`config.mk`:
```
export PLATFORM = sky130hd
export DESIGN_NAME = dest_reg_tracker_flat
export DESIGN_NICKNAME = d
export VERILOG_FILES = /design/src/rtl/dest_reg_tracker_if.sv /design/src/rtl/dest_reg_tracker.sv /design/src/flat_wrapper.sv
export SDC_FILE = /design/constraint.sdc
export NUM_CORES = 1
export LEC_CHECK = 0
export BUFFER_PORTS_ARGS = -buffer_cell sky130_fd_sc_hd__buf_2
export CAP_MARGIN = 5
export CORE_UTILIZATION = 25
export DETAILED_ROUTE_END_ITERATION = 6
export SYNTH_ARGS = -nofsm -noshare
export SYNTH_HDL_FRONTEND = slang
export SYNTH_SLANG_ARGS = --single-unit
export TNS_END_PERCENT = 30
```
`constraint.sdc`:
```
create_clock -name clk -period 1.9 [get_ports clk]
set_clock_uncertainty 0.05 [all_clocks]
set_input_delay 0.19 -clock clk [delete_from_list [all_inputs] [get_ports clk]]
set_output_delay 0.19 -clock clk [all_outputs]
set_load 0.02 [all_outputs]
```
`src/rtl/dest_reg_tracker_if.sv`:
```
// Decode-side, control, lookup and result signals of the destination-register tracker.
// master = pipeline control / hazard unit side, slave = tracker side.
interface dest_reg_tracker_if;
  logic       freeze;
  logic       flush;
  logic       stall;
  logic       id_valid;
  logic       id_regwrite;
  logic       id_memread;
  logic [4:0] id_rd;
  logic [4:0] rs;
  logic [4:0] rt;
  logic       rs_hit;
  logic [1:0] rs_stage;
  logic       rt_hit;
  logic [1:0] rt_stage;
  logic       load_use;
  logic       busy;

  modport master (
    output freeze, flush, stall, id_valid, id_regwrite, id_memread, id_rd, rs, rt,
    input  rs_hit, rs_stage, rt_hit, rt_stage, load_use, busy
  );

  modport slave (
    input  freeze, flush, stall, id_valid, id_regwrite, id_memread, id_rd, rs, rt,
    output rs_hit, rs_stage, rt_hit, rt_stage, load_use, busy
  );
endinterface

```
`src/rtl/dest_reg_tracker.sv`:
```
// Tracks destination registers of in-flight instructions in a DEPTH-slot shift pipeline
// (slot 0 = EX) and answers zero-latency source-register lookups for hazard/forwarding.
module dest_reg_tracker #(
  parameter int DEPTH = 3
) (
  input logic                clk,
  input logic                reset,
  dest_reg_tracker_if.slave  bus
);

  typedef struct packed {
    logic       valid;
    logic [4:0] rd;
    logic       is_load;
  } slot_t;

  slot_t slots      [DEPTH];
  slot_t slots_next [DEPTH];
  slot_t cap_entry;
  logic  cap;

  logic       rs_hit, rt_hit, load_use, busy;
  logic [1:0] rs_stage, rt_stage;

  // NOTE: every variable gets a default at the top of always_comb, so no path can infer a latch.
  always_comb begin
    cap        = bus.id_valid & bus.id_regwrite & (bus.id_rd != 5'd0);
    cap_entry  = '{valid: cap, rd: (cap ? bus.id_rd : 5'd0), is_load: bus.id_memread & cap};
    slots_next = slots;
    if (!bus.freeze) begin
      for (int k = 1; k < DEPTH; k++) slots_next[k] = slots[k-1];
      // Flush kills the wrong-path EX/MEM work; the old MEM entry has already moved on.
      if (bus.flush) begin
        slots_next[0] = '0;
        slots_next[1] = '0;
      end else if (bus.stall) begin
        slots_next[0] = '0;
      end else begin
        slots_next[0] = cap_entry;
      end
    end
  end

  // NOTE: state updates use non-blocking assignments so every slot samples pre-edge values.
  // NOTE: the slot array is a handful of flops, not a RAM, so it is reset like any register.
  always_ff @(posedge clk or posedge reset) begin
    if (reset) begin
      for (int k = 0; k < DEPTH; k++) slots[k] <= '0;
    end else begin
      slots <= slots_next;
    end
  end

  // Scan oldest-to-youngest so the last hit written is the youngest producer.
  always_comb begin
    rs_hit   = 1'b0;
    rs_stage = 2'd0;
    rt_hit   = 1'b0;
    rt_stage = 2'd0;
    busy     = 1'b0;
    for (int k = DEPTH - 1; k >= 0; k--) begin
      if (slots[k].valid && (slots[k].rd == bus.rs) && (bus.rs != 5'd0)) begin
        rs_hit   = 1'b1;
        rs_stage = 2'(k);
      end
      if (slots[k].valid && (slots[k].rd == bus.rt) && (bus.rt != 5'd0)) begin
        rt_hit   = 1'b1;
        rt_stage = 2'(k);
      end
      busy = busy | slots[k].valid;
    end
    load_use = slots[0].valid & slots[0].is_load &
               (((slots[0].rd == bus.rs) && (bus.rs != 5'd0)) ||
                ((slots[0].rd == bus.rt) && (bus.rt != 5'd0)));
  end

  assign bus.rs_hit   = rs_hit;
  assign bus.rs_stage = rs_stage;
  assign bus.rt_hit   = rt_hit;
  assign bus.rt_stage = rt_stage;
  assign bus.load_use = load_use;
  assign bus.busy     = busy;

endmodule

```
`src/flat_wrapper.sv`:
```
// flat-port wrapper written by rule: the top's interface ports become plain ports
module dest_reg_tracker_flat 
#(
  parameter int DEPTH = 3
)
  (clk, reset, bus_freeze, bus_flush, bus_stall, bus_id_valid, bus_id_regwrite, bus_id_memread, bus_id_rd, bus_rs, bus_rt, bus_rs_hit, bus_rs_stage, bus_rt_hit, bus_rt_stage, bus_load_use, bus_busy);
  dest_reg_tracker_if bus_i ();
  input logic clk;
  input logic reset;
  input wire logic [$bits(bus_i.freeze)-1:0] bus_freeze;
  input wire logic [$bits(bus_i.flush)-1:0] bus_flush;
  input wire logic [$bits(bus_i.stall)-1:0] bus_stall;
  input wire logic [$bits(bus_i.id_valid)-1:0] bus_id_valid;
  input wire logic [$bits(bus_i.id_regwrite)-1:0] bus_id_regwrite;
  input wire logic [$bits(bus_i.id_memread)-1:0] bus_id_memread;
  input wire logic [$bits(bus_i.id_rd)-1:0] bus_id_rd;
  input wire logic [$bits(bus_i.rs)-1:0] bus_rs;
  input wire logic [$bits(bus_i.rt)-1:0] bus_rt;
  output wire logic [$bits(bus_i.rs_hit)-1:0] bus_rs_hit;
  output wire logic [$bits(bus_i.rs_stage)-1:0] bus_rs_stage;
  output wire logic [$bits(bus_i.rt_hit)-1:0] bus_rt_hit;
  output wire logic [$bits(bus_i.rt_stage)-1:0] bus_rt_stage;
  output wire logic [$bits(bus_i.load_use)-1:0] bus_load_use;
  output wire logic [$bits(bus_i.busy)-1:0] bus_busy;
  assign bus_i.freeze = bus_freeze;
  assign bus_i.flush = bus_flush;
  assign bus_i.stall = bus_stall;
  assign bus_i.id_valid = bus_id_valid;
  assign bus_i.id_regwrite = bus_id_regwrite;
  assign bus_i.id_memread = bus_id_memread;
  assign bus_i.id_rd = bus_id_rd;
  assign bus_i.rs = bus_rs;
  assign bus_i.rt = bus_rt;
  assign bus_rs_hit = bus_i.rs_hit;
  assign bus_rs_stage = bus_i.rs_stage;
  assign bus_rt_hit = bus_i.rt_hit;
  assign bus_rt_stage = bus_i.rt_stage;
  assign bus_load_use = bus_i.load_use;
  assign bus_busy = bus_i.busy;
  dest_reg_tracker #(.DEPTH(DEPTH)) u_core (.clk(clk), .reset(reset), .bus(bus_i));
endmodule
```
==> results.yml <==
timing:
  drv_slew: 0
  maxSlewHeadroom_pct: 52.16
  fin_ws_ps: -114.0
  fin_crit_sh_pct: 106.0
  tightestPinTransition_ps: 716.9
  holdWs_ps: -11.13
  setup_viol: 4
  rsz0062_at_grt: "true"
  hold_viol: 19
  min_period_ps: 2014
  max_freq_mhz: 496.5
clocking:
  clk_path_buf_depth: 2
  cts-buffers-inserted: 3
  clkTransAtPathRegs_ps: 70
  cts.sinks: 19
  htreeDepth: 1
  cts-root-buf: "clkbuf_8"
  cts_tree: "done"
  clk_latency_ps: 260
routing:
  vias_per_cell: 4.856
  postRouteAntennaNets: 0
  vias: 1010
  dr.pass1.iters: 6
  drt_wl_total_um: 3024
  dr.first_iter.drc_count: 55
  drc: 0
  routedWlPerCell_um: 14.54
grt:
  antenna_found_initial: 0
  grtUsageMet3_pct: 2.137
  use_met2_pct: 18.06
  grt_pass1_wl_um: 4961
  grt_usage_pct: 12.87
  grt_max_degree: 25
  grt_pass1_vias: 971
  overflow: 0
  grt-busiest-layer: "met1"
  met1_usage_pct: 19.66
synthesis:
  synth_compound_area_share_pct: 9.139
  ys_top_cells_by_area: "dfrtp_1 40%, xnor2_1 16%, xor2_1 5.9%"
  synthAdderAreaFrac_pct: 0
  synth.top_cell.area_share_pct: 39.92
  yosysUniqueCellTypes: 24
  yosys_warnings: 0
  synth_fp_nets: 137
  synth_top_family_by_area: "XOR/XNOR gates"
  synth.area.mux_share_pct: 5.672
  synthXorXnorAreaFrac_pct: 22.06
  synth_most_common_cell: "xnor2_1"
  yosys.area_share.simple_pct: 21.95
  yosys.area.top_type: "dfrtp_1"
  async_flop_share_pct: 100.0
  synth_seq_cells: 19
  synthCells: 114
  synth-seq-area-share_pct: 39.92
  yosys-top-cells-count: "22 x xnor2_1, 19 x dfrtp_1, 8 x xor2_1"
  synthesis.area_mm2: 0.001191
  avgSynthCellArea_um2: 10.45
  synth-edff-count: 0
  synth_ff_type: "dfrtp_1"
pwr:
  p_per_area_mw_per_mm2: 527.4
  p_leak_nw: 0.7258
  ir_drop_uv: 320.6
  power_uw: 836.7
die:
  initial_core_util_pct: 26.62
  ioPinCount: 31
  rows: 24
  die_area_mm2: 0.005045
  die_y_um: 71.03
  core_area_mm2: 0.004474
  fp.dieW_um: 71.03
run:
  drv_cap: 0
cells_and_area:
  biggestRegsByFlops: "u_core.slots: 19 flops"
  finish.instance_area_mm2: 0.001587
  num_antenna_cells: 0
  areaGrowthSynthToFinish_pct: 33.19
  postLayoutCoreUtil_pct: 35.46
  largest_register: "u_core.slots"
  drive_above_1_share_pct: 44.87
  largest_register_ff_count: 19
  multi_input_area_um2: 734.5
  nFillCells: 469
  final_nets: 180
  ff_latch_area_um2: 481.7
outcome:
  violations: "hold timing, setup timing"
  status: "finished with violations"
placed_design:
  io_buffers: 30
  dpl_cell_area_mm2: 0.001403
  gp_congestion: 0.8281
  place_hpwl_um: 2228
hold_path:
  holdCritPathClass: "input port to async pin"
critical_path:
  cp_max_fo: 4
  cp.arrival_ps: 1770
  crit_type: "register to primary output"
  cp.required_ps: 1660
  crit_path_start_kind: "register"
  endpoint_kind: "primary output"
-- layout make-up --
type | instances | share of cell area [%]
multi-input cells | 91 | 46.29
flip-flops and latches | 19 | 30.36
repair buffers | 41 | 16.09
well taps | 52 | 4.101
clock buffers | 3 | 2.603
clock inverters | 1 | 0.3155
inverters | 1 | 0.2366
-- through the flow --
stage	setup TNS (ps)	instances	worst slack [ps]	hold WS, ps
2_1_floorplan	0	114	196.5	91.13
3_3_place_gp	0	194	124.4	302.9
3_5_place_dp	0	194	151.6	299.1
4_1_cts	-313.9	205	-110.9	18.28
5_1_grt	-795.1	208	-171.7	53.82
6_report	-267.1	208	-114.0	-11.13
-- timing repair --
item | in CTS | in global routing
pin swaps | 6 | 11
hold buffers | 0 | 0
endpoints found under the setup margin | 7 | 7
resized for setup | 10 | 9
setup buffers | 7 | 3
-- routing by layer --
layer | part of all wire [%] | wire, µm | vias to the layer above
li1 | - | - | 490
met1 | 52 | 1565 | 483
met2 | 43 | 1289 | 33
met3 | 4.2 | 128 | 4
met4 | 1.3 | 40 | 0
met5 | 0 | 0 | -
-- kinds of logic after synthesis --
family                    count (synthesis)
DFF                                      19
and+or+nand+nor                          40
buffers and inverters                     4
muxes                                     6
xor gates and xnor gates                 30
AOI/OAI and AO/OA                        15
-- placed cells by master, fill, tap and decap left out --
| cell type | n |
|---|---|
| a21boi_1 | 1 |
| a21o_1 | 1 |
| a22o_1 | 7 |
| and4b_1 | 1 |
| buf_2 | 24 |
| buf_4 | 15 |
| buf_6 | 2 |
| clkbuf_8 | 3 |
| clkinv_2 | 1 |
| dfrtp_1 | 14 |
| dfrtp_2 | 5 |
| inv_1 | 1 |
| mux2_2 | 6 |
| nand2_1 | 7 |
| nand2b_1 | 5 |
| nand3_1 | 1 |
| nand3_2 | 1 |
| nand4_1 | 6 |
| nor2_1 | 3 |
| nor2_2 | 2 |
| nor3_1 | 1 |
| nor3_2 | 1 |
| nor3b_2 | 2 |
| o21a_1 | 1 |
| o21ai_0 | 5 |
| or3_1 | 1 |
| or3_4 | 2 |
| or4_1 | 3 |
| or4_4 | 4 |
| xnor2_1 | 20 |
| xnor2_2 | 2 |
| xor2_1 | 8 |
-- worst paths after layout --
check,from,end,slack (ps),cells after the start
max,u_core.slots[11]$_DFFE_PP0N_,bus_rs_stage[1],-110,5
min,reset,u_core.slots[4]$_DFFE_PP0N_,-10,2
max reg2reg,u_core.slots[11]$_DFFE_PP0N_,u_core.slots[4]$_DFFE_PP0N_,790,3
min reg2reg,u_core.slots[8]$_DFFE_PP0N_,u_core.slots[8]$_DFFE_PP0N_,520,2
max in group asynchronous,reset,u_core.slots[18]$_DFFE_PP0N_,1310,2
min in group clk,bus_id_rd[3],u_core.slots[18]$_DFFE_PP0N_,100,2
-- power by group --
group | internal [mW] | switching, mW | total (mW) | leakage [nW]
registers | 0.413 | 0.0115 | 0.424 | 0.256
logic | 0.0640 | 0.0675 | 0.131 | 0.445
clock network | 0.146 | 0.135 | 0.281 | 0.0255
-- critical path, stage by stage, from the launching register on --
cell	delay, ps
dfrtp_2	450
xnor2_1	160
nand4_1	140
or4_4	450
nor3b_2	170
buf_2	160
No activity file was read; power rests on OpenSTA's default activity.
